[src/rtl/lcd_refresh_scheduler_pkg.sv]
// Shared types and constants for the LCD refresh scheduler: FSM states,
// frame-buffer geometry and the blank character loaded at reset.
package lcd_refresh_scheduler_pkg;

    localparam int ADDR_W     = 6;
    localparam int DATA_W     = 8;
    localparam int LINE_WIDTH = 16;
    localparam int FB_DEPTH   = 1 << ADDR_W;

    localparam logic [DATA_W-1:0] BLANK_CHAR = 8'h20;

    typedef enum logic [1:0] {
        ST_IDLE,
        ST_WAIT_ACK,
        ST_PRINT,
        ST_HOLDOFF
    } state_e;

endpackage

[src/rtl/lcd_refresh_scheduler_rr_arb2.sv]
// Two-port round-robin arbiter: grants are combinational from the valids and
// the pointer; the pointer flips to the other port after every grant.
module rr_arb2 (
    input  logic clk,
    input  logic rst,
    input  logic a_vld,
    input  logic b_vld,
    output logic a_gnt,
    output logic b_gnt
);

    // ptr_q = 0 gives port A priority on a collision, 1 gives port B.
    logic ptr_q;
    logic ptr_d;

    always_comb begin
        a_gnt = a_vld & (~b_vld | ~ptr_q);
        b_gnt = b_vld & (~a_vld |  ptr_q);
        ptr_d = ptr_q;
        if (a_gnt) begin
            ptr_d = 1'b1;
        end else if (b_gnt) begin
            ptr_d = 1'b0;
        end
    end

    always_ff @(posedge clk or negedge rst) begin
        if (!rst) begin
            ptr_q <= 1'b0;
        end else begin
            ptr_q <= ptr_d;
        end
    end

endmodule

[src/rtl/lcd_refresh_scheduler.sv]
// 64x8 frame buffer with two arbitrated write clients; retriggers the LCD driver
// whenever the buffer is dirty, with an ack timeout and an enforced idle gap.
module lcd_refresh_scheduler
    import lcd_refresh_scheduler_pkg::*;
#(
    parameter int MIN_GAP     = 2500,
    parameter int ACK_TIMEOUT = 15
) (
    input  logic              clk,
    input  logic              rst,
    input  logic              a_valid,
    input  logic [ADDR_W-1:0] a_addr,
    input  logic [DATA_W-1:0] a_data,
    output logic              a_ready,
    input  logic              b_valid,
    input  logic [ADDR_W-1:0] b_addr,
    input  logic [DATA_W-1:0] b_data,
    output logic              b_ready,
    output logic              lcd_trg,
    input  logic              lcd_busy,
    input  logic [ADDR_W-1:0] lcd_addr,
    output logic [DATA_W-1:0] lcd_data,
    output logic              dirty,
    output logic              ack_err
);

    localparam int GAP_W = $clog2(MIN_GAP) + 1;
    localparam int TMO_W = $clog2(ACK_TIMEOUT) + 1;

    state_e             state_q, state_d;
    logic [GAP_W-1:0]   gap_q, gap_d;
    logic [TMO_W-1:0]   tmo_q, tmo_d;
    logic               dirty_q, dirty_d;
    logic               trg_q, trg_d;
    logic               err_q, err_d;
    logic [DATA_W-1:0]  mem_q [FB_DEPTH];
    logic [DATA_W-1:0]  mem_d [FB_DEPTH];

    logic               wr_en;
    logic [ADDR_W-1:0]  wr_addr;
    logic [DATA_W-1:0]  wr_data;

    rr_arb2 u_arb (
        .clk   (clk),
        .rst   (rst),
        .a_vld (a_valid),
        .b_vld (b_valid),
        .a_gnt (a_ready),
        .b_gnt (b_ready)
    );

    assign wr_en   = a_ready | b_ready;
    assign wr_addr = a_ready ? a_addr : b_addr;
    assign wr_data = a_ready ? a_data : b_data;

    always_comb begin
        mem_d = mem_q;
        if (wr_en) begin
            mem_d[wr_addr] = wr_data;
        end
    end

    always_comb begin
        state_d = state_q;
        gap_d   = gap_q;
        tmo_d   = tmo_q;
        dirty_d = dirty_q;
        trg_d   = 1'b0;
        err_d   = err_q;
        case (state_q)
            ST_IDLE: begin
                // A busy driver in IDLE is still initialising: hold off.
                if (dirty_q && !lcd_busy) begin
                    trg_d   = 1'b1;
                    dirty_d = 1'b0;
                    tmo_d   = TMO_W'(ACK_TIMEOUT - 1);
                    state_d = ST_WAIT_ACK;
                end
            end
            ST_WAIT_ACK: begin
                if (lcd_busy) begin
                    state_d = ST_PRINT;
                end else if (tmo_q == '0) begin
                    err_d   = 1'b1;
                    dirty_d = 1'b1;
                    gap_d   = GAP_W'(MIN_GAP - 1);
                    state_d = ST_HOLDOFF;
                end else begin
                    tmo_d = tmo_q - TMO_W'(1);
                end
            end
            ST_PRINT: begin
                if (!lcd_busy) begin
                    gap_d   = GAP_W'(MIN_GAP - 1);
                    state_d = ST_HOLDOFF;
                end
            end
            ST_HOLDOFF: begin
                if (gap_q == '0) begin
                    state_d = ST_IDLE;
                end else begin
                    gap_d = gap_q - GAP_W'(1);
                end
            end
            default: state_d = ST_IDLE;
        endcase
        // A write landing on the trigger edge must survive the clear.
        if (wr_en) begin
            dirty_d = 1'b1;
        end
    end

    always_ff @(posedge clk or negedge rst) begin
        if (!rst) begin
            state_q <= ST_IDLE;
            gap_q   <= '0;
            tmo_q   <= '0;
            dirty_q <= 1'b1;
            trg_q   <= 1'b0;
            err_q   <= 1'b0;
            for (int i = 0; i < FB_DEPTH; i++) begin
                mem_q[i] <= BLANK_CHAR;
            end
        end else begin
            state_q <= state_d;
            gap_q   <= gap_d;
            tmo_q   <= tmo_d;
            dirty_q <= dirty_d;
            trg_q   <= trg_d;
            err_q   <= err_d;
            mem_q   <= mem_d;
        end
    end

    assign lcd_trg  = trg_q;
    assign dirty    = dirty_q;
    assign ack_err  = err_q;
    assign lcd_data = mem_q[lcd_addr];

endmodule
[config.mk]
export PLATFORM = sky130hd
export DESIGN_NAME = lcd_refresh_scheduler
export DESIGN_NICKNAME = d
export VERILOG_FILES = /design/src/rtl/lcd_refresh_scheduler_pkg.sv /design/src/rtl/lcd_refresh_scheduler_rr_arb2.sv /design/src/rtl/lcd_refresh_scheduler.sv
export SDC_FILE = /design/constraint.sdc
export NUM_CORES = 1
export LEC_CHECK = 0
export CORE_MARGIN = 10
export CORE_UTILIZATION = 55
export CTS_BUF_LIST = sky130_fd_sc_hd__clkbuf_16
export CTS_CLUSTER_DIAMETER = 50
export CTS_CLUSTER_SIZE = 16
export DETAILED_ROUTE_END_ITERATION = 10
export PLACE_DENSITY_LB_ADDON = 0.08
export SYNTH_ARGS = -nofsm -noshare
export SYNTH_HDL_FRONTEND = slang
export SYNTH_SLANG_ARGS = --single-unit
[constraint.sdc]
create_clock -name clk -period 5.4 [get_ports clk]
set_input_delay 0.81 -clock clk [delete_from_list [all_inputs] [get_ports clk]]
set_output_delay 0.81 -clock clk [all_outputs]
set_load 0.005 [all_outputs]
==> flow_summary_export.csv, run 1 <==
group,metric,value,unit
die,die_w,235,µm
cts,postCtsResizedCells,0,
detailed_routing,vias_per_cell,6.19,
cells_and_area,final_common_cell,"dfrtp_1",
cells_and_area,multi_input_area,11300,µm²
cells_and_area,fin_nets,1823,
cts,clk_latency,0.62,ns
grt,track_usage,22.9,%
sta,layout_min_cycle_time,4.69,ns
die,io_pins,52,
power,p_leak,12.4,nW
grt,grt_pass1_wl,98300,µm
die,fp.coreArea,45500,µm²
detailed_routing,drtIter0Drc,955,
critical_path,cp.required,4.59,ns
synthesis,syn-instance-count,1755,
synthesis,synth_xor_area_share,0.138,%
die,dieArea,55100,µm²
power,powerDensity,429,nW/µm²
die,start_util,55.7,%
run,drv_cap,0,
cells_and_area,drive_gt1_share,46.4,%
cells_and_area,final.fill_count,3452,
cts,clockBufferDepth,3,
cells_and_area,seqCellArea,13500,µm²
sta,rsz0062_at_grt,"false",
critical_path,cpMostUsedCell,"o21ai_0",
worst_hold_path,hp-class,"input port to asynchronous set/reset pin",
cells_and_area,syn_to_final_growth,11.7,%
detailed_routing,avgRoutedWirePerCell,26.2,µm
cts,postCtsSetupBuffers,0,
synthesis,synth.cell_area,25300,µm²
synthesis,ys_seq_area_share,53.2,%
grt,grt_max_degree,127,
critical_path,cp-start-kind,"input port",
cells_and_area,final_cell_mix,"471 x dfrtp_1, 456 x mux2_2, 133 x mux4_2, 76 x o21ai_0, 72 x nand2_1",
sta,fin_worst_skew,0.0216,ns
cells_and_area,utilization,62.2,%
cts,clock_tree.htree_level_count,2,
synthesis,ys.flop_type,"dfrtp_1",
detailed_routing,vias,15000,
synthesis,ys_ff_latch,536,
sta,fmax,0.213,GHz
critical_path,cp_max_fo,38,
synthesis,synth-async-reset-ratio,100,%
critical_path,slowest_stage,"o21ai_0",
die,fp-row-count,78,
cts,cts_hold_buffers,0,
sta,hold_viol,0,
sta,setup_violations,0,
synthesis,syn_nets,1801,
critical_path,arrival,3.88,ns
critical_path,cp_cell_sequence,"buf_6 -> mux4_2 -> mux2i_1 -> a21oi_1 -> o21ai_0 -> o21ai_0 -> clkdlybuf4s50_1",
outcome,status,"complete, no violations",
detailed_routing,wl,63300,µm
cts,cts.sink_count,536,
grt,antenna_found_initial,1,
detailed_routing,drcViolationCount,0,
synthesis,synth_warnings,0,
cts,cts_tree,"done",
sta,min_period_over_period,86.9,%
place,routabilityCongestion,0.845,
cts,clockRootBuffer,"clkbuf_16",
synthesis,synth-simple-area-share,5.70,%
synthesis,synth.mux.area_fraction,34.6,%
grt,grt-ovfl-total,0,
place,numPortBuffers,51,
cts,clk_pin_slew,0.06,ns
critical_path,worstSetupEndpointType,"output pin",
place,place_hpwl,42200,µm
detailed_routing,dr.pass1.iters,5,
die,die_y,235,µm
synthesis,synthAdderAreaFrac,0.346,%
synthesis,synth_compound_area_share,3.60,%
grt,grt_pass1_vias,15700,
power,total_power,12.1,mW
detailed_routing,postRouteAntennaNets,0,
cts,cts_buffers,53,
synthesis,syn_avg_cell_area,14.4,µm²
sta,slew_headroom,20.3,%
synthesis,synth_top_family_by_area,"multiplexers",
sta,drv_slew,0,
power,peakVddDrop,0.321,mV
synthesis,synth_edf_count,0,
cells_and_area,antennaDiodeCount,0,
sta,tns,0,ns
critical_path,cpPeakStageDelay,0.66,ns
synthesis,yosys.cell_types.count,61,
sta,worst_pin_slew,1.16,ns
critical_path,path_class,"input port to output pin",
[cells in the mapped netlist (all sizes together) (11+ instances only)]
cell / n / area share (%)
dfrtp: 471 / 47
inv: 16 / 0.24
mux4: 133 / 12
mux2i: 36 / 1.5
nand3: 11 / 0.22
buf: 47 / 0.96
clkbuf: 78 / 1.2
nand2b: 21 / 0.52
a21oi: 41 / 0.81
dfstp: 65 / 6.7
nand2: 76 / 1.2
o22ai: 11 / 0.27
or3: 14 / 0.35
o21ai: 77 / 1.5
nor2: 82 / 2.0
mux2: 480 / 21
[path summary, 6_finish.rpt]
check                      slack (ns)  cells after the start           to   startpoint
max                              0.71                      7  lcd_data[7]  lcd_addr[1]
min                              0.20                      1     gap_q[7]          rst
max reg2reg                      2.11                      5   mem_q[406]  u_arb.ptr_q
min reg2reg                      0.47                      1      ack_err      ack_err
max in group asynchronous        3.95                      2   mem_q[310]          rst
min in group clk                 0.47                      1      ack_err      ack_err
[through the flow]
stage / std cells / cell area [µm²] / hold WS [ns] / setup WS, ns
after floorplan: 1755 / 25300 / 0.445 / 2.05
after global placement: 2322 / 26500 / 0.442 / 0.775
after detailed placement: 2322 / 26500 / 0.459 / 0.764
after CTS: 2422 / 28300 / 0.233 / 0.761
after global routing: 2422 / 28300 / 0.253 / 0.521
final: 2422 / 28300 / 0.197 / 0.709
[layout make-up]
cell class,count,area share (%)
repair buffers,92,3.24
inverters,16,0.212
clock inverters,45,1.57
clock buffers,55,4.86
flip-flops and latches,536,47.7
multi-input cells,1078,39.8
well taps,600,2.65
[sequential cells by signal, indices dropped and copies added, names as in the netlist]
| register | flops |
|---|---|
| ack_err | 1 |
| dirty | 1 |
| gap_q | 13 |
| lcd_trg | 1 |
| mem_q | 512 |
| state_q | 2 |
| tmo_q | 5 |
| u_arb.ptr_q | 1 |
[where the power goes]
group / switching (mW) / internal (mW)
Combinational: 1.08 / 1.43
Clock: 1.72 / 2.14
Sequential: 0.577 / 5.19
[kinds of logic after synthesis]
logic type | after synthesis
DFF | 536
and+or+nand+nor | 258
buffers and inverters | 141
adders and majority gates | 7
xor gates and xnor gates | 4
AOI/OAI and AO/OA | 160
muxes | 649
[per-layer routing]
| layer | vias up | GRT usage [%] | wire length, µm |
|---|---|---|---|
| met5 | - | 0 | 0 |
| met4 | 0 | 7.56 | 2030 |
| met3 | 111 | 5.01 | 3570 |
| met2 | 352 | 35.9 | 29800 |
| met1 | 7979 | 31.2 | 27900 |
| li1 | 6543 | - | - |
[critical path, delay by kind of cell]
family	cells	cell delay, ns
AOI/OAI and AO/OA	3	1.10
buffers and inverters	2	0.97
muxes	2	0.94
(Power assumes the default switching activity.)
==> run 2: changes to the inputs <==
Settings changed: CAP_MARGIN set to 10, SKIP_LAST_GASP set to 1.
==> results of run 2 <==
The final DEF is identical to that of run 1; final timing and power are the same.
==> run 3: changes to the inputs <==
Settings changed: RECOVER_POWER set to 50.
==> flow_summary_export.csv, run 3 (synthesis gave the netlist of run 1 again) <==
group,metric,value,unit
sta,min_period_over_period,87.8,%
detailed_routing,wl,63500,µm
grt,grt_pass1_wl,98300,µm
worst_hold_path,hp-class,"register to register",
die,dieArea,55100,µm²
cts,clockRootBuffer,"clkbuf_16",
cts,clk_latency,0.62,ns
cells_and_area,antennaDiodeCount,0,
critical_path,cp_max_fo,38,
sta,worst_pin_slew,4.32,ns
cells_and_area,seqCellArea,13500,µm²
place,routabilityCongestion,0.845,
detailed_routing,drcViolationCount,0,
detailed_routing,vias_per_cell,6.22,
worst_hold_path,holdPathStages,1,
worst_hold_path,hold_path.startpoint,"ack_err",
critical_path,cp-start-kind,"input port",
sta,tns,0,ns
outcome,violations,"max-capacitance violations, max-slew violations",
critical_path,ff2ff_path_depth,5,
critical_path,cpPeakStageDelay,0.69,ns
die,io_pins,52,
power,switching_share,27.8,%
grt,antenna_found_initial,1,
sta,fmax,0.211,GHz
critical_path,cp_top_family,"compound AO/OA/AOI/OAI gates",
cts,cts.sink_count,536,
power,powerDensity,429,nW/µm²
cts,postCtsSetupBuffers,0,
detailed_routing,dr.pass1.iters,5,
critical_path,r2r-start,"u_arb.ptr_q",
cells_and_area,multi_input_area,11300,µm²
place,numPortBuffers,51,
cts,clk_pin_slew,0.07,ns
die,start_util,55.7,%
critical_path,worstSetupEndpointType,"output pin",
critical_path,arrival,3.93,ns
sta,rsz0062_at_grt,"false",
power,p_clk_share,31.8,%
sta,whs,0.477,ns
outcome,status,"finished, violations left",
detailed_routing,avgRoutedWirePerCell,26.2,µm
cts,cts_buffers,53,
grt,grt_pass1_vias,15700,
critical_path,cp_cell_sequence,"buf_6 -> mux4_2 -> mux2i_1 -> a21oi_1 -> o21ai_0 -> o21ai_0 -> clkdlybuf4s50_1",
critical_path,rrSetupSlack,2.11,ns
cells_and_area,drive_gt1_share,46.3,%
cells_and_area,largest_reg_flops,512,
worst_hold_path,hold_end,"ack_err",
place,place_hpwl,42200,µm
power,p_int,8.76,mW
power,p_comb_share,20.7,%
sta,fin_worst_skew,0.0218,ns
critical_path,slowest_stage,"o21ai_0",
die,die_y,235,µm
cts,postCtsResizedCells,0,
cells_and_area,top_register,"mem_q",
grt,track_usage,22.9,%
critical_path,cpMostUsedCell,"o21ai_0",
detailed_routing,drtIter0Drc,992,
cts,clock_tree.htree_level_count,2,
cells_and_area,fin_nets,1823,
sta,slew_headroom,-188,%
cells_and_area,final_common_cell,"dfrtp_1",
cts,cts_tree,"done",
critical_path,path_class,"input port to output pin",
cts,clockBufferDepth,3,
power,seq_power_share,47.5,%
die,fp.coreArea,45500,µm²
critical_path,critPathBufInv,2,
power,p_leak,12.4,nW
power,peakVddDrop,0.320,mV
die,die_w,235,µm
detailed_routing,postRouteAntennaNets,0,
critical_path,worstReg2RegEnd,"mem_q[403]",
grt,grt-ovfl-total,0,
grt,grt_max_degree,127,
sta,drv_slew,90,
run,drv_cap,1,
sta,setup_violations,0,
sta,hold_viol,0,
critical_path,cp.required,4.59,ns
cts,cts_hold_buffers,0,
cells_and_area,reg.largest.list,"mem_q: 512 flops, gap_q: 13 flops, tmo_q: 5 flops",
die,fp-row-count,78,
cells_and_area,syn_to_final_growth,11.7,%
sta,layout_min_cycle_time,4.74,ns
power,p_sw,3.38,mW
cells_and_area,final_cell_mix,"471 x dfrtp_1, 456 x mux2_2, 133 x mux4_2, 76 x o21ai_0, 72 x nand2_1",
detailed_routing,vias,15100,
cells_and_area,final.fill_count,3453,
run 3: power groups by stage:
| stage | combinational [mW] | clock (mW) | sequential [mW] |
|---|---|---|---|
| after floorplan | 1.90 | 0 | 5.59 |
| after global placement | 2.45 | 0 | 5.79 |
| after detailed placement | 2.53 | 0 | 5.83 |
| after CTS | 2.54 | 3.94 | 5.76 |
| after global routing | 2.74 | 4.10 | 5.89 |
| final | 2.52 | 3.87 | 5.76 |
run 3: layout make-up:
| type | count | area share [%] |
|---|---|---|
| clock inverters | 45 | 1.57 |
| repair buffers | 92 | 3.23 |
| inverters | 16 | 0.212 |
| well taps | 600 | 2.65 |
| multi-input cells | 1078 | 39.8 |
| clock buffers | 55 | 4.86 |
| flip-flops and latches | 536 | 47.7 |
run 3: metrics by stage:
step	utilization, %	instance area (µm²)	total power [mW]	worst slack (ns)	std cells
after global routing	62.2	28300	12.7	0.304	2422
after detailed placement	58.2	26500	8.36	0.764	2322
after floorplan	-	25300	7.50	2.05	1755
after global placement	58.2	26500	8.24	0.775	2322
after CTS	62.2	28300	12.2	0.761	2422
final	62.2	28300	12.1	0.659	2422
run 3: layer usage:
| layer | routed length [µm] | GRT usage, % | vias up |
|---|---|---|---|
| li1 | - | - | 6550 |
| met1 | 28000 | 31.2 | 8039 |
| met2 | 29900 | 35.9 | 368 |
| met3 | 3470 | 5.01 | 114 |
| met4 | 2090 | 7.56 | 0 |
| met5 | 0 | 0 | - |
run 3: how the worst max path moves through the flow:
stage | start | to | slack, ns | cells past startpoint
2_1_floorplan | lcd_addr[0] | lcd_data[6] | 2.05 | 8
3_3_place_gp | lcd_addr[1] | lcd_data[7] | 0.78 | 7
3_5_place_dp | lcd_addr[1] | lcd_data[7] | 0.76 | 7
4_1_cts | lcd_addr[1] | lcd_data[7] | 0.76 | 7
5_1_grt | rst | mem_q[287] | 0.30 | 1
6_report | lcd_addr[1] | lcd_data[7] | 0.66 | 7
